===== src/rtl/uart_tx_fifo_reader_pkg.sv =====
// Shared UART definitions: FSM state encoding, parity modes, default baud divisor
// and the parity helper. Imported by the TX reader and reused by the receiver.
package uart_tx_fifo_reader_pkg;

   localparam int DEFAULT_CLKS_PER_BIT = 868;   // 100 MHz / 115200

   localparam int PARITY_NONE = 0;
   localparam int PARITY_ODD  = 1;
   localparam int PARITY_EVEN = 2;

   typedef enum logic [2:0] {
      ST_IDLE   = 3'd0,
      ST_FETCH  = 3'd1,
      ST_LOAD   = 3'd2,
      ST_START  = 3'd3,
      ST_DATA   = 3'd4,
      ST_PARITY = 3'd5,
      ST_STOP   = 3'd6
   } uart_state_t;

   // Caller zero-extends narrow words; extra zero bits leave the parity unchanged.
   function automatic logic calc_parity(input logic [7:0] data, input int mode);
      logic p;
      p = 1'b0;
      case (mode)
         PARITY_EVEN: p = ^data;
         PARITY_ODD:  p = ~^data;
         PARITY_NONE: p = 1'b0;
         default:     p = 1'b0;
      endcase
      return p;
   endfunction

endpackage


===== src/rtl/uart_baud_counter.sv =====
// Bit-period divider: counts 0..CLKS_PER_BIT-1 and wraps; bit_tick on the last count,
// bit_tick_early one cycle before it. clear holds the count at zero (no backpressure).
module uart_baud_counter #(
   parameter int CLKS_PER_BIT = 868
) (
   input  logic clk,
   input  logic rst,
   input  logic clear,
   output logic bit_tick,
   output logic bit_tick_early
);

   localparam int CNT_W = (CLKS_PER_BIT > 1) ? $clog2(CLKS_PER_BIT) : 1;
   localparam logic [CNT_W-1:0] LAST_CNT = CNT_W'(CLKS_PER_BIT - 1);
   localparam logic [CNT_W-1:0] PRE_CNT  = CNT_W'(CLKS_PER_BIT - 2);

   logic [CNT_W-1:0] count;

   always_ff @(posedge clk) begin
      if (rst || clear || count == LAST_CNT) begin
         count <= '0;
      end else begin
         count <= count + CNT_W'(1);
      end
   end

   assign bit_tick       = (count == LAST_CNT);
   assign bit_tick_early = (count == PRE_CNT);

endmodule


===== src/rtl/uart_tx_fifo_reader.sv =====
// UART transmitter that pops bytes from a registered-output FIFO and serialises them.
// Pop-to-start-bit latency 2 cycles; new frames start only when enable is high and the FIFO is non-empty.
module uart_tx_fifo_reader
   import uart_tx_fifo_reader_pkg::*;
#(
   parameter int CLKS_PER_BIT = DEFAULT_CLKS_PER_BIT,
   parameter int DATA_BITS    = 8,
   parameter int PARITY_MODE  = PARITY_NONE,
   parameter int STOP_BITS    = 1
) (
   input  logic                 clk,
   input  logic                 rst,
   input  logic                 enable,
   input  logic                 fifo_empty,
   output logic                 fifo_rd_en,
   input  logic [DATA_BITS-1:0] fifo_data,
   output logic                 tx,
   output logic                 busy,
   output logic                 tx_done
);

   localparam int IDX_W = $clog2(DATA_BITS) + 1;
   localparam logic [IDX_W-1:0] LAST_DATA_IDX = IDX_W'(DATA_BITS - 1);
   localparam logic [IDX_W-1:0] LAST_STOP_IDX = IDX_W'(STOP_BITS - 1);
   localparam bit HAS_PARITY = (PARITY_MODE != PARITY_NONE);

   uart_state_t          state;
   logic [DATA_BITS-1:0] shreg;
   logic [IDX_W-1:0]     bit_idx;
   logic                 parity_bit;
   logic                 baud_clear;
   logic                 bit_tick;
   logic                 bit_tick_early;

   // Hold the divider at zero until the start bit so every bit period is full length.
   assign baud_clear = (state == ST_IDLE) || (state == ST_FETCH) || (state == ST_LOAD);

   uart_baud_counter #(
      .CLKS_PER_BIT(CLKS_PER_BIT)
   ) u_baud (
      .clk           (clk),
      .rst           (rst),
      .clear         (baud_clear),
      .bit_tick      (bit_tick),
      .bit_tick_early(bit_tick_early)
   );

   always_ff @(posedge clk) begin
      if (rst) begin
         state      <= ST_IDLE;
         tx         <= 1'b1;
         fifo_rd_en <= 1'b0;
         busy       <= 1'b0;
         tx_done    <= 1'b0;
         shreg      <= '0;
         bit_idx    <= '0;
         parity_bit <= 1'b0;
      end else begin
         fifo_rd_en <= 1'b0;
         tx_done    <= 1'b0;
         case (state)
            ST_IDLE: begin
               tx <= 1'b1;
               if (enable && !fifo_empty) begin
                  state      <= ST_FETCH;
                  fifo_rd_en <= 1'b1;
                  busy       <= 1'b1;
               end
            end

            ST_FETCH: begin
               state <= ST_LOAD;
            end

            // FIFO data_out is registered, so the popped word is valid only now.
            ST_LOAD: begin
               shreg      <= fifo_data;
               parity_bit <= calc_parity(8'(fifo_data), PARITY_MODE);
               tx         <= 1'b0;
               state      <= ST_START;
            end

            ST_START: begin
               if (bit_tick) begin
                  tx      <= shreg[0];
                  shreg   <= shreg >> 1;
                  bit_idx <= '0;
                  state   <= ST_DATA;
               end
            end

            ST_DATA: begin
               if (bit_tick) begin
                  if (bit_idx == LAST_DATA_IDX) begin
                     bit_idx <= '0;
                     if (HAS_PARITY) begin
                        tx    <= parity_bit;
                        state <= ST_PARITY;
                     end else begin
                        tx    <= 1'b1;
                        state <= ST_STOP;
                     end
                  end else begin
                     tx      <= shreg[0];
                     shreg   <= shreg >> 1;
                     bit_idx <= bit_idx + IDX_W'(1);
                  end
               end
            end

            ST_PARITY: begin
               if (bit_tick) begin
                  tx      <= 1'b1;
                  bit_idx <= '0;
                  state   <= ST_STOP;
               end
            end

            // tx_done is registered, so it is launched one count early to land on the last cycle.
            ST_STOP: begin
               if (bit_tick_early && bit_idx == LAST_STOP_IDX) begin
                  tx_done <= 1'b1;
               end
               if (bit_tick) begin
                  if (bit_idx == LAST_STOP_IDX) begin
                     bit_idx <= '0;
                     busy    <= 1'b0;
                     state   <= ST_IDLE;
                  end else begin
                     bit_idx <= bit_idx + IDX_W'(1);
                  end
               end
            end

            default: begin
               tx    <= 1'b1;
               busy  <= 1'b0;
               state <= ST_IDLE;
            end
         endcase
      end
   end

endmodule

===== config.mk =====
export PLATFORM = sky130hd
export DESIGN_NAME = uart_tx_fifo_reader
export DESIGN_NICKNAME = d
export VERILOG_FILES = /design/src/rtl/uart_tx_fifo_reader_pkg.sv /design/src/rtl/uart_baud_counter.sv /design/src/rtl/uart_tx_fifo_reader.sv
export SDC_FILE = /design/constraint.sdc
export NUM_CORES = 1
export LEC_CHECK = 0
export CORE_UTILIZATION = 60
export DETAILED_ROUTE_END_ITERATION = 12
export GPL_TIMING_DRIVEN = 0
export PLACE_DENSITY = 0.83
export SLEW_MARGIN = 10
export SYNTH_ARGS = -nofsm -noshare
export SYNTH_HDL_FRONTEND = slang
export SYNTH_SLANG_ARGS = --single-unit

===== constraint.sdc =====
create_clock -name clk -period 3.25 [get_ports clk]
set_input_delay 0.65 -clock clk [delete_from_list [all_inputs] [get_ports clk]]
set_output_delay 0.65 -clock clk [all_outputs]
set_load 0.05 [all_outputs]

==> summary.txt <==
Clocking
  – Inserted Clock Buffers: 5
  – Reg clk slew, reported paths: 0.09 ns
  – Buffer depth of the longest clock path: 2
  – H-tree levels: 2
  – Post-CTS setup buffer count: 0
  – Count of cells resized by post-cts repair: 0
  – Worst-Skew Late Latency: 0.33 ns
  – Clock tree root driver cell: sky130_fd_sc_hd__clkbuf_4
  – CTS Hold Bufs: 0
  – CTS tree: built
  – Number of sinks on the clock net: 29

Floorplanning
  – Chip Width: 53.8 um
  – Vertical extent of the die: 53.8 um
  – I/O pin count: 16
  – Area of the core: 2500 um2
  – Effective utilization at floorplan: 64.4%
  – Number of rows created at floorplan: 18
  – Die area: 2890 um2

Drt
  – Drc violations: 0
  – WL per Instance: 14.7 um
  – Final WL: 3450 um
  – Via count of the routed design: 1417
  – Initial DRT Pass Iterations: 4
  – DRT antenna net count: 0
  – First DRT Iteration DRCs: 33
  – Via/cell ratio: 6.06

Synthesis
  – Synthesized flop and latch total: 29
  – Syn_nets: 198
  – Cells after synthesis: 182
  – Cell variety after synth: 51
  – Average size of a mapped cell: 8.84 um2
  – Top cells by instance count after synthesis: sky130_fd_sc_hd__dfxtp_1 (29), sky130_fd_sc_hd__nor2_1 (29), sky130_fd_sc_hd__nor3_1 (10), sky130_fd_sc_hd__nand2_1 (8)
  – Number of warnings issued by yosys: 0
  – Fraction of synthesis flops using an asynchronous set or reset pin: 0%
  – Cell types occupying the most area after synthesis: sky130_fd_sc_hd__dfxtp_1 (36%), sky130_fd_sc_hd__nor2_1 (6.8%), sky130_fd_sc_hd__a2111oi_2 (6.5%)
  – Count of flip-flops with a built-in enable after synthesis: 0
  – Sequential cell area fraction in the yosys report: 36.1%
  – Most used flip-flop cell after synthesis: sky130_fd_sc_hd__dfxtp_1
  – Mapped cell area: 1610 um2
  – Area fraction of the dominant cell type after synthesis: 36.1%
  – Most area-hungry cell type in the Yosys netlist: sky130_fd_sc_hd__dfxtp_1

Critical path
  – Capturing point of the worst reg2reg path: shreg[0]
  – Worst-path cell with the longest stage delay: sky130_fd_sc_hd__clkdlybuf4s50_1
  – Critical path buffers and inverters: 1
  – Endpoint class of the critical path: primary output
  – Logic depth of the worst setup path including buffers: 1
  – Arrival time at the worst endpoint: 1.47 ns
  – FF-to-FF setup slack: 1.33 ns
  – Source of the worst register-to-register timing path: state[1]
  – Worst setup path class: reg -> out
  – Worst Reg-to-Reg Cells: 5
  – Chain of cells forming the critical path: clkdlybuf4s50_1
  – Maximum fanout count along the critical path: 2
  – Critical path startpoint category: register
  – Highest cell delay on the worst timing path: 0.80 ns
  – Required time of the worst setup path: 2.60 ns
  – Top Family by Delay on Critical Path: buffers and inverters

Final layout
  – Antenna Cells: 0
  – Layout Nets: 220
  – Share of cells above drive strength 1: 10.8%
  – Number of standard cells in the layout, taps in and fillers out: 234
  – Utilization of the core after routing: 74.1%
  – Area grow syn2layout: 15.1%

STA
  – Clock Skews: 0.0110 ns
  – Transition time at the pin with the least slew margin: 0.632 ns
  – Minimum clock period: 2.12 ns
  – Max_slew headroom: 57.8%
  – Pins Over Slew Limit: 0
  – RSZ-0062 raised after global routing: false
  – Final setup violation count: 0
  – Aggregate negative setup slack: 0 ns
  – Achievable frequency: 0.472 GHz
  – Number of hold violations in the final report: 0
  – Final clock period utilization by the worst path: 65.2%

GRT
  – GRT Util Overall: 26.8%
  – Largest net degree at the start of global routing: 11
  – Antenna violations before repair: 0
  – First-pass GRT wire length: 5430 um
  – GR Overflow Total: 0
  – Number of global-route vias before repair: 1284

Pwr
  – Peak supply drop: 0.379 mV
  – Power density over cell area: 388 nW/um2
  – Leak Pwr: 0.672 nW

Place
  – Global placement routability congestion: 0.871
  – DPL Wire Length: 2450 um
  – IO buf count: 15
  – Inst Count DP: 227

Worst hold path
  – Cell depth of the worst min-delay path: 1
  – Worst min-delay path class: reg -> reg
  – Destination of the worst hold path: u_baud.count[0]
  – Startpoint of the lowest-slack hold path: u_baud.count[0]

Status
  – Run status: complete, no violations

Job
  – Max-cap violation count: 0
## worst max path at each step
stage	startpoint	to	slack, ns
2_1_floorplan	state[1]	shreg[0]	1.58
3_3_place_gp	rst	state[1]	1.09
3_5_place_dp	rst	state[1]	1.04
4_1_cts	tx	tx	1.12
5_1_grt	busy	busy	1.09
6_report	tx	tx	1.13
## cells by family after synthesis
logic type / Yosys count / synth area share (%)
compound gates: 36 / 19.5
simple gates: 82 / 27.5
flops: 29 / 36.1
buf+inv: 15 / 4.43
mux: 7 / 4.35
fa+ha+maj: 5 / 3.73
xor+xnor: 8 / 4.35
## area by class of cell
| cell class | instances | area [um2] |
|---|---|---|
| multi-input cells | 138 | 957 |
| fillers | 190 | 648 |
| flip-flops and latches | 29 | 581 |
| repair buffers | 15 | 150 |
| clock buffers | 7 | 55.1 |
| plain buffers | 10 | 52.6 |
| well taps | 30 | 37.5 |
| inverters | 5 | 18.8 |
## cells in the final DEF (no fill, tap or decap), types with 2 or more instances in the layout
master / instances
sky130_fd_sc_hd__a211oi_1: 2
sky130_fd_sc_hd__nand3_1: 5
sky130_fd_sc_hd__nand3b_1: 2
sky130_fd_sc_hd__clkbuf_1: 5
sky130_fd_sc_hd__nor2b_1: 2
sky130_fd_sc_hd__nand4_1: 2
sky130_fd_sc_hd__nor4b_1: 2
sky130_fd_sc_hd__ha_1: 4
sky130_fd_sc_hd__o2111ai_1: 2
sky130_fd_sc_hd__and3b_1: 4
sky130_fd_sc_hd__xnor2_1: 6
sky130_fd_sc_hd__buf_2: 3
sky130_fd_sc_hd__o21ai_1: 2
sky130_fd_sc_hd__clkdlybuf4s50_1: 15
sky130_fd_sc_hd__o21ai_0: 3
sky130_fd_sc_hd__and2_1: 2
sky130_fd_sc_hd__mux2i_1: 7
sky130_fd_sc_hd__clkbuf_4: 5
sky130_fd_sc_hd__xor2_1: 2
sky130_fd_sc_hd__nand2b_1: 4
sky130_fd_sc_hd__a21oi_1: 6
sky130_fd_sc_hd__a2111oi_2: 7
sky130_fd_sc_hd__nor3_1: 10
sky130_fd_sc_hd__and3_1: 5
sky130_fd_sc_hd__inv_1: 5
sky130_fd_sc_hd__dfxtp_1: 29
sky130_fd_sc_hd__nand2_1: 8
sky130_fd_sc_hd__nor2_1: 29
## report_power, final
group | internal, W | leakage (nW) | switching (W)
combinational | 0.0000470 | 0.405 | 0.0000604
sequential | 0.000372 | 0.235 | 0.0000135
clock | 0.000102 | 0.0314 | 0.000124
total | 0.000521 | 0.672 | 0.000198
## layer usage
metal  global-route usage, %  routed length (um)
met1                    31.9                1560
met2                    42.2                1640
met3                    7.06                 195
met4                    17.1                  57
met5                       0                   0
## metrics by stage
step	setup WS, ns	total power, W	hold slack [ns]	area (um2)
detailed placement	1.04	0.000499	0.454	1800
global placement	1.09	0.000494	0.442	1800
CTS	1.12	0.000721	0.475	1850
finish	1.13	0.000719	0.471	1850
floorplan	1.58	0.000465	0.430	1610
global route	1.09	0.000744	0.513	1850
## state kept, by name, indices dropped and copies added (netlist names)
name          count
bit_idx           4
busy              1
fifo_rd_en        1
shreg             8
state             3
tx                1
tx_done           1
u_baud.count     10
No activity file was read; power rests on OpenSTA's default activity.
